File: src/rtl/keypad_bcd_loader.sv
// Keypad front end for the microwave timer: debounces the 10-key pad,
// accepts one key at a time and presents it as a BCD digit with a
// single-cycle load strobe. At most three digits are accepted per clear.
module keypad_bcd_loader #(
  parameter int DEBOUNCE_CYCLES = 4
) (
  input  logic       clk,
  input  logic       clear,
  input  logic       enable,
  input  logic [9:0] keypad,
  output logic [3:0] bcd_output,
  output logic       load,
  output logic [1:0] digit_count,
  output logic       full
);

  typedef enum logic [1:0] {
    IDLE,
    DEBOUNCE,
    EMIT,
    WAIT_RELEASE
  } state_t;

  localparam logic [7:0] LAST_SAMPLE = 8'(DEBOUNCE_CYCLES);

  state_t      state_q, state_d;
  logic [9:0]  pattern_q, pattern_d;
  logic [7:0]  cnt_q, cnt_d;
  logic [7:0]  cnt_inc;
  logic        load_q, load_d;
  logic [3:0]  bcd_q, bcd_d;
  logic [1:0]  count_q, count_d;

  // Index of the single set bit; the caller guarantees a one-hot pattern.
  function automatic logic [3:0] encode(input logic [9:0] pat);
    logic [3:0] idx;
    idx = 4'd0;
    for (int n = 0; n < 10; n++) begin
      if (pat[n]) idx = 4'(n);
    end
    return idx;
  endfunction

  // Digit count stops at three.
  function automatic logic [1:0] sat_inc2(input logic [1:0] v);
    return (v == 2'd3) ? v : v + 2'd1;
  endfunction

  // Sample counter never wraps.
  function automatic logic [7:0] sat_inc8(input logic [7:0] v);
    return (v == 8'hFF) ? v : v + 8'd1;
  endfunction

  assign cnt_inc     = sat_inc8(cnt_q);
  assign full        = (count_q == 2'd3);
  assign load        = load_q;
  assign bcd_output  = bcd_q;
  assign digit_count = count_q;

  // Next-state and datapath decode; load is only ever raised on the
  // debounce-complete transition so it is high for exactly one cycle.
  always_comb begin
    state_d   = state_q;
    pattern_d = pattern_q;
    cnt_d     = cnt_q;
    load_d    = 1'b0;
    bcd_d     = bcd_q;
    count_d   = count_q;
    case (state_q)
      IDLE: begin
        if (enable && !full && $onehot(keypad)) begin
          pattern_d = keypad;
          cnt_d     = 8'd1;
          state_d   = DEBOUNCE;
        end
      end
      DEBOUNCE: begin
        if ((keypad != pattern_q) || !enable) begin
          cnt_d   = 8'd0;
          state_d = IDLE;
        end else begin
          cnt_d = cnt_inc;
          if (cnt_inc == LAST_SAMPLE) begin
            state_d = EMIT;
            load_d  = 1'b1;
            bcd_d   = encode(pattern_q);
          end
        end
      end
      EMIT: begin
        count_d = sat_inc2(count_q);
        cnt_d   = 8'd0;
        state_d = WAIT_RELEASE;
      end
      WAIT_RELEASE: begin
        if (keypad == 10'd0) begin
          cnt_d = cnt_inc;
          if (cnt_inc == LAST_SAMPLE) begin
            cnt_d   = 8'd0;
            state_d = IDLE;
          end
        end else begin
          cnt_d = 8'd0;
        end
      end
      default: begin
        cnt_d   = 8'd0;
        state_d = WAIT_RELEASE;
      end
    endcase
  end

  // State register; clear lands in WAIT_RELEASE so a key held across
  // clear must be released before anything new is accepted.
  always_ff @(posedge clk) begin
    if (clear) begin
      state_q   <= WAIT_RELEASE;
      pattern_q <= 10'd0;
      cnt_q     <= 8'd0;
      load_q    <= 1'b0;
      bcd_q     <= 4'd0;
      count_q   <= 2'd0;
    end else begin
      state_q   <= state_d;
      pattern_q <= pattern_d;
      cnt_q     <= cnt_d;
      load_q    <= load_d;
      bcd_q     <= bcd_d;
      count_q   <= count_d;
    end
  end

endmodule

File: config.mk
export PLATFORM = sky130hd
export DESIGN_NAME = keypad_bcd_loader
export DESIGN_NICKNAME = d
export VERILOG_FILES = /design/src/rtl/keypad_bcd_loader.sv
export SDC_FILE = /design/constraint.sdc
export NUM_CORES = 1
export LEC_CHECK = 0
export CAP_MARGIN = 20
export CORE_AREA = 2 2 60 62
export CTS_CLUSTER_DIAMETER = 80
export DETAILED_ROUTE_END_ITERATION = 10
export DIE_AREA = 0 0 62 64
export PLACE_DENSITY = 0.76
export SYNTH_ARGS = -nofsm -noshare
export SYNTH_HDL_FRONTEND = slang
export SYNTH_SLANG_ARGS = --single-unit
export TNS_END_PERCENT = 5
File: constraint.sdc
create_clock -name clk -period 6 [get_ports clk]
set_clock_uncertainty 0.05 [all_clocks]
set_input_delay 1.2 -clock clk [delete_from_list [all_inputs] [get_ports clk]]
set_output_delay 1.2 -clock clk [all_outputs]
set_load 0.02 [all_outputs]
Yosys cells after proc, flatten, opt, wreduce, memory -nomap -nowiden
Index checks and enable logic that the tools add are counted.
{ "word_totals": {"reg_bits": 27, "latch_bits": 0, "ram_bits": 0, "mem_bits_ro": 0, "inputBits": 13, "elab_cells": 66, "n_memories": 0} }
{ "op_classes": {"addsub": 11, "multipliers": 0, "div_mod_pow": 0, "magnitude_cmp": 0, "eq_ne": 12, "shifts": 0, "muxes": 22, "bitwise": 3, "n_reduce_logical": 12} }
{ "ops": {"columns": ["op", "count"], "rows": [
  ["8-bit 2-to-1 mux", 5],
  ["4-bit 2-to-1 mux", 8],
  ["8-bit case mux with 4 select lines", 1],
  ["1-bit by 1-bit adder with 2-bit output", 5],
  ["10-bit zero test", 1],
  ["2-bit 2-to-1 mux", 5],
  ["10-bit != test", 1],
  ["8-bit by 1-bit adder with 8-bit output (second input constant)", 1],
  ["8-bit by 3-bit == test with 1-bit output (second input constant)", 1],
  ["8-bit == test (second input constant)", 1],
  ["2-bit case mux with 4 select lines", 1],
  ["2-bit by 2-bit adder with 3-bit output", 2],
  ["2-bit == test (second input constant)", 3],
  ["2-bit != test (second input constant)", 3],
  ["3-bit by 3-bit adder with 4-bit output", 1],
  ["4-bit by 2-bit adder with 4-bit output", 1],
  ["4-bit by 1-bit == test with 1-bit output (second input constant)", 1],
  ["2-bit AND reduction", 2],
  ["4-bit AND reduction", 1],
  ["3-bit != test (second input constant)", 1],
  ["1-bit inverter", 3],
  ["3-bit AND reduction", 1],
  ["3-bit OR reduction", 1],
  ["2-bit by 1-bit adder with 2-bit output (second input constant)", 1],
  ["other kinds (6)", 9]
]} }

Logic depth before layout (Yosys ltp)
{ "logic_depth": {"word_depth": 9, "depth_mapped": 14, "ltp_nobuf": 13} }

Worst setup path after synthesis
Ideal clock, no wire load.
{ "synth_path": {"path_type": "in2reg", "startpoint": "input port keypad[0]", "endpoint": "register pattern_q[2]", "setup_ps": 128, "arrival_time_ps": 4509, "slack_ps": 1313, "path_stages": 14, "n_path_buf": 1, "path_cell_list": "fa_1 > fa_1 > inv_1 > fa_1 > inv_1 > ha_1 > inv_1 > fa_1 > a2111o_1 > a21oi_1 > and2_1 > buf_2 > mux2i_1 > nor2_1"} }
{ "synth_between": {"elab_chain_len": 7} }
{ "synth_rtl": {"columns": ["item", "line_no", "rtl"], "rows": [
  ["start, declared", "10", "input logic [9:0] keypad,"],
  ["1-bit by 1-bit adder with 2-bit output (implied by the code)", "71", "if (enable && !full && $onehot(keypad)) begin"],
  ["2-bit by 2-bit adder with 3-bit output (implied by the code)", "71", null],
  ["3-bit by 3-bit adder with 4-bit output (implied by the code)", "71", null],
  ["4-bit by 2-bit adder with 4-bit output (implied by the code)", "71", null],
  ["4-bit by 1-bit == test with 1-bit output", "71", null],
  ["1-bit logical AND", "71", null],
  ["2-bit AND reduction (no source line)", null, null],
  ["end signal, assigned", "125", "pattern_q <= pattern_d;"],
  ["end, declared", "27", "logic [9:0] pattern_q, pattern_d;"]
]} }
Every way passes these cells.
A chain may end at the register's enable or synchronous reset.

Final worst setup path
{ "layout_path": {"startpoint": "input port keypad[1]", "endpoint": "register pattern_q[3]"} }
Same word-level chain as after synthesis.

==> metrics <==
outcome finished clean; EDFF count, synth 0; drt pass-1 iters 4; I/O Pins 21; hpwl dp 2.96 mm; I/O Buffers 20; final setup TNS 0 ns; FF-to-FF path depth 6; Post-Synth XOR/XNOR Area 6.53%; Distinct cells, synth 42; initial antenna violation count 0; site row count 21; DRC violations left 0; Top FF cell, synth dfxtp_1; crit path cell chain clkdlybuf4s50_1, fa_1, fa_1, inv_1, fa_1, inv_1, ha_1, inv_1, fa_1, a2111o_1, a21oi_1, and2_1, mux2i_1, nor2_1; crit-path max FO 11; vias per cell 5.78; Final WS setup 0.691 ns; # H-tree levels 1; register bit count reported by yosys 27; first-pass GRT wire length 6.53 mm; synthesis warning total 0; Syn Inst Count 206; Worst setup EP type flop; sequential share of power 55.0%; clock latency on the worst-skew pair 0.34 ns; hold crit path type reg -> reg; Syn-to-layout area delta 14.0%; sw power 0.0000914 W; clk buf depth 2; DRT iter0 DRCs 129; R2R Setup Slk 3.73 ns; commonest cells in the netlist dfxtp_1, nor2_1, inv_1; Fin Hold WS 0.436 ns; Initial Utilization 53.1%; Max Clk Rate 0.188 GHz; setup violators final 0; number of global-route vias before repair 1418; GRT Util Overall 21.8%; cell taking the most area after synthesis dfxtp_1; post-synthesis sequential area ratio 31.0%; fillers 308; CP top delay family adder cells; Post-Synth Simple-Gate Area 22.5%; Worst Path Arrival 5.45 ns; clock root cell clkbuf_4; worst hold stages 2; Comb pwr share 19.8%; CTS Sinks 27; hold endpoint bcd_output[3]; final hold vios 0; adder-cell share of the synthesized area 10.5%; most common cell in the netlist dfxtp_1; # diodes 0; Syn Area/Cell 8.46 sq um; switching portion of total power 28.0%; total CTS buffers 3; CP dominant cell by count fa_1; top-area cell type share of the netlist area 31.0%; syn_nets 230; Slew @ Worst Pin 0.976 ns; grt ovf 0; RSZ-0062 raised after global routing false; Die Y 64 microns; largest net degree at the start of global routing 26; Hold Crit Start bcd_output[3]; Routed WL 3.93 mm; Final Max Tran Viols 0; CP Launch Type input pin; ys async rst share 0%; Synth area leaders dfxtp_1, fa_1, xnor2_1; Finished Cell Area 1990 sq um; Worst slew margin 34.7%; Die X 62 microns; Synth Area in Compound Gates 17.6%; Max Cap Viol 0; Leak Pwr 0.672 nW; P_int 0.000235 W; origin of the critical flop-to-flop path cnt_q[0]; vias post-DR 1548; # hold bufs at CTS 0; setup bufs post-CTS 0; worst slack, placed 0.335 ns; Worst EP required 6.14 ns; antenna-violating nets left 0; main combinational cell family by area after synthesis simple AND/OR/NAND/NOR gates; Crit Path Class in -> reg; routed wire length per instance 14.7 microns; Placement Cell Area 1960 sq um; proportion of synthesized area in mux cells 5.74%; share of cells above drive strength 1 3.60%; Core Box Area 3280 sq um; post-cts gate resize count 0; Routability Congestion 0.868; clock network fraction of total power 25.2%; synthesized cell area 1740 sq um; worst ir drop on vdd 123 uV; clock slew at reported path FFs 0.16 ns; nets 247; CTS tree built; Critical-path top delay cell clkdlybuf4s50_1; CP max stage delay 0.60 ns; fin crit period 5.31 ns; Final Cycle Share 88.5%; Pwr Density 164 nW/um^2; full die area 3970 sq um; critical path buffer and inverter count 4
-- per-stage QoR --
step           power (W)  util [%]  instances
2_1_floorplan   0.000224         -        206
3_3_place_gp    0.000243      59.7        264
3_5_place_dp    0.000249      59.7        264
4_1_cts         0.000327      60.5        268
5_1_grt         0.000348      60.5        268
6_report        0.000326      60.5        268
-- cell type report --
| type | instances | area [sq um] | area share (%) |
|---|---|---|---|
| Inverter | 18 | 67.6 | 3.40 |
| Clock buffer | 4 | 26.3 | 1.32 |
| Multi-Input combinational cell | 153 | 1090 | 55.1 |
| Tap cell | 46 | 57.6 | 2.90 |
| Sequential cell | 27 | 541 | 27.2 |
| Timing Repair Buffer | 20 | 200 | 10.1 |
-- cell families (layout without fill, tap and decap cells) --
kind of cell	after synthesis	after routing
and+or+nand+nor	77	77
AOI/OAI and AO/OA	42	42
DFF	27	27
buffers and inverters	26	42
xor gates and xnor gates	13	13
adders and majority gates	11	11
muxes	10	10
-- worst register-to-register path, delay by kind of cell, from the launching register on --
family / cells / cell delay (ns)
AO/OA/AOI/OAI: 2 / 0.84
adder cells (fa/ha/maj): 1 / 0.34
buffers and inverters: 1 / 0.13
flip-flops: 1 / 0.40
AND/OR/NAND/NOR: 2 / 0.43
-- sequential cells by signal (all words and copies together) (netlist names), named ones only --
name and flops:
state_q 1, bcd_output 4, digit_count 2, pattern_q 10, cnt_q 8, load 1
-- power groups by stage --
stage / Sequential, W / Clock (W) / Combinational, W
6_report: 0.000179 / 0.0000823 / 0.0000645
5_1_grt: 0.000179 / 0.0000910 / 0.0000779
4_1_cts: 0.000179 / 0.0000814 / 0.0000658
3_5_place_dp: 0.000183 / 0 / 0.0000654
3_3_place_gp: 0.000183 / 0 / 0.0000601
2_1_floorplan: 0.000183 / 0 / 0.0000409
-- how the worst max path moves through the flow --
stage | start | endpoint | slack [ns] | cells after the start
2_1_floorplan | keypad[0] | pattern_q[2] | 1.31 | 14
3_3_place_gp | keypad[1] | pattern_q[0] | 0.49 | 14
3_5_place_dp | keypad[1] | pattern_q[8] | 0.33 | 14
4_1_cts | keypad[1] | pattern_q[3] | 0.70 | 14
5_1_grt | keypad[1] | pattern_q[6] | 0.47 | 14
6_report | keypad[1] | pattern_q[3] | 0.69 | 14
-- routing by layer --
metal	up-vias	track usage (%)	wire (microns)
met2	34	34.9	1890
met3	5	2.83	145
met1	734	29.6	1850
met5	-	0	0
li1	775	-	-
met4	0	7.18	44
-- cells in the final DEF (no fill, tap or decap), drive strengths merged --
cell type | Yosys | final
a2111o | 2 | 2
a2111oi | 3 | 3
a211oi | 2 | 2
a21o | 1 | 1
a21oi | 11 | 11
a221oi | 3 | 3
a311oi | 1 | 1
a41o | 2 | 2
a41oi | 2 | 2
and2 | 3 | 3
and3 | 4 | 4
and3b | 1 | 1
clkbuf | 5 | 4
clkdlybuf4s50 | 0 | 20
dfxtp | 27 | 27
fa | 6 | 6
ha | 5 | 5
inv | 18 | 18
mux2i | 10 | 10
nand2 | 7 | 7
nand2b | 1 | 1
nand3 | 12 | 12
nand4 | 6 | 6
nand4b | 1 | 1
nor2 | 25 | 25
nor2b | 3 | 3
nor3 | 7 | 7
nor3b | 1 | 1
nor4 | 1 | 1
nor4b | 1 | 1
o2111ai | 2 | 2
o21ai | 8 | 8
o21bai | 2 | 2
o31a | 1 | 1
o31ai | 2 | 2
or2 | 2 | 2
or3 | 2 | 2
xnor2 | 13 | 13
(Power assumes the default switching activity.)
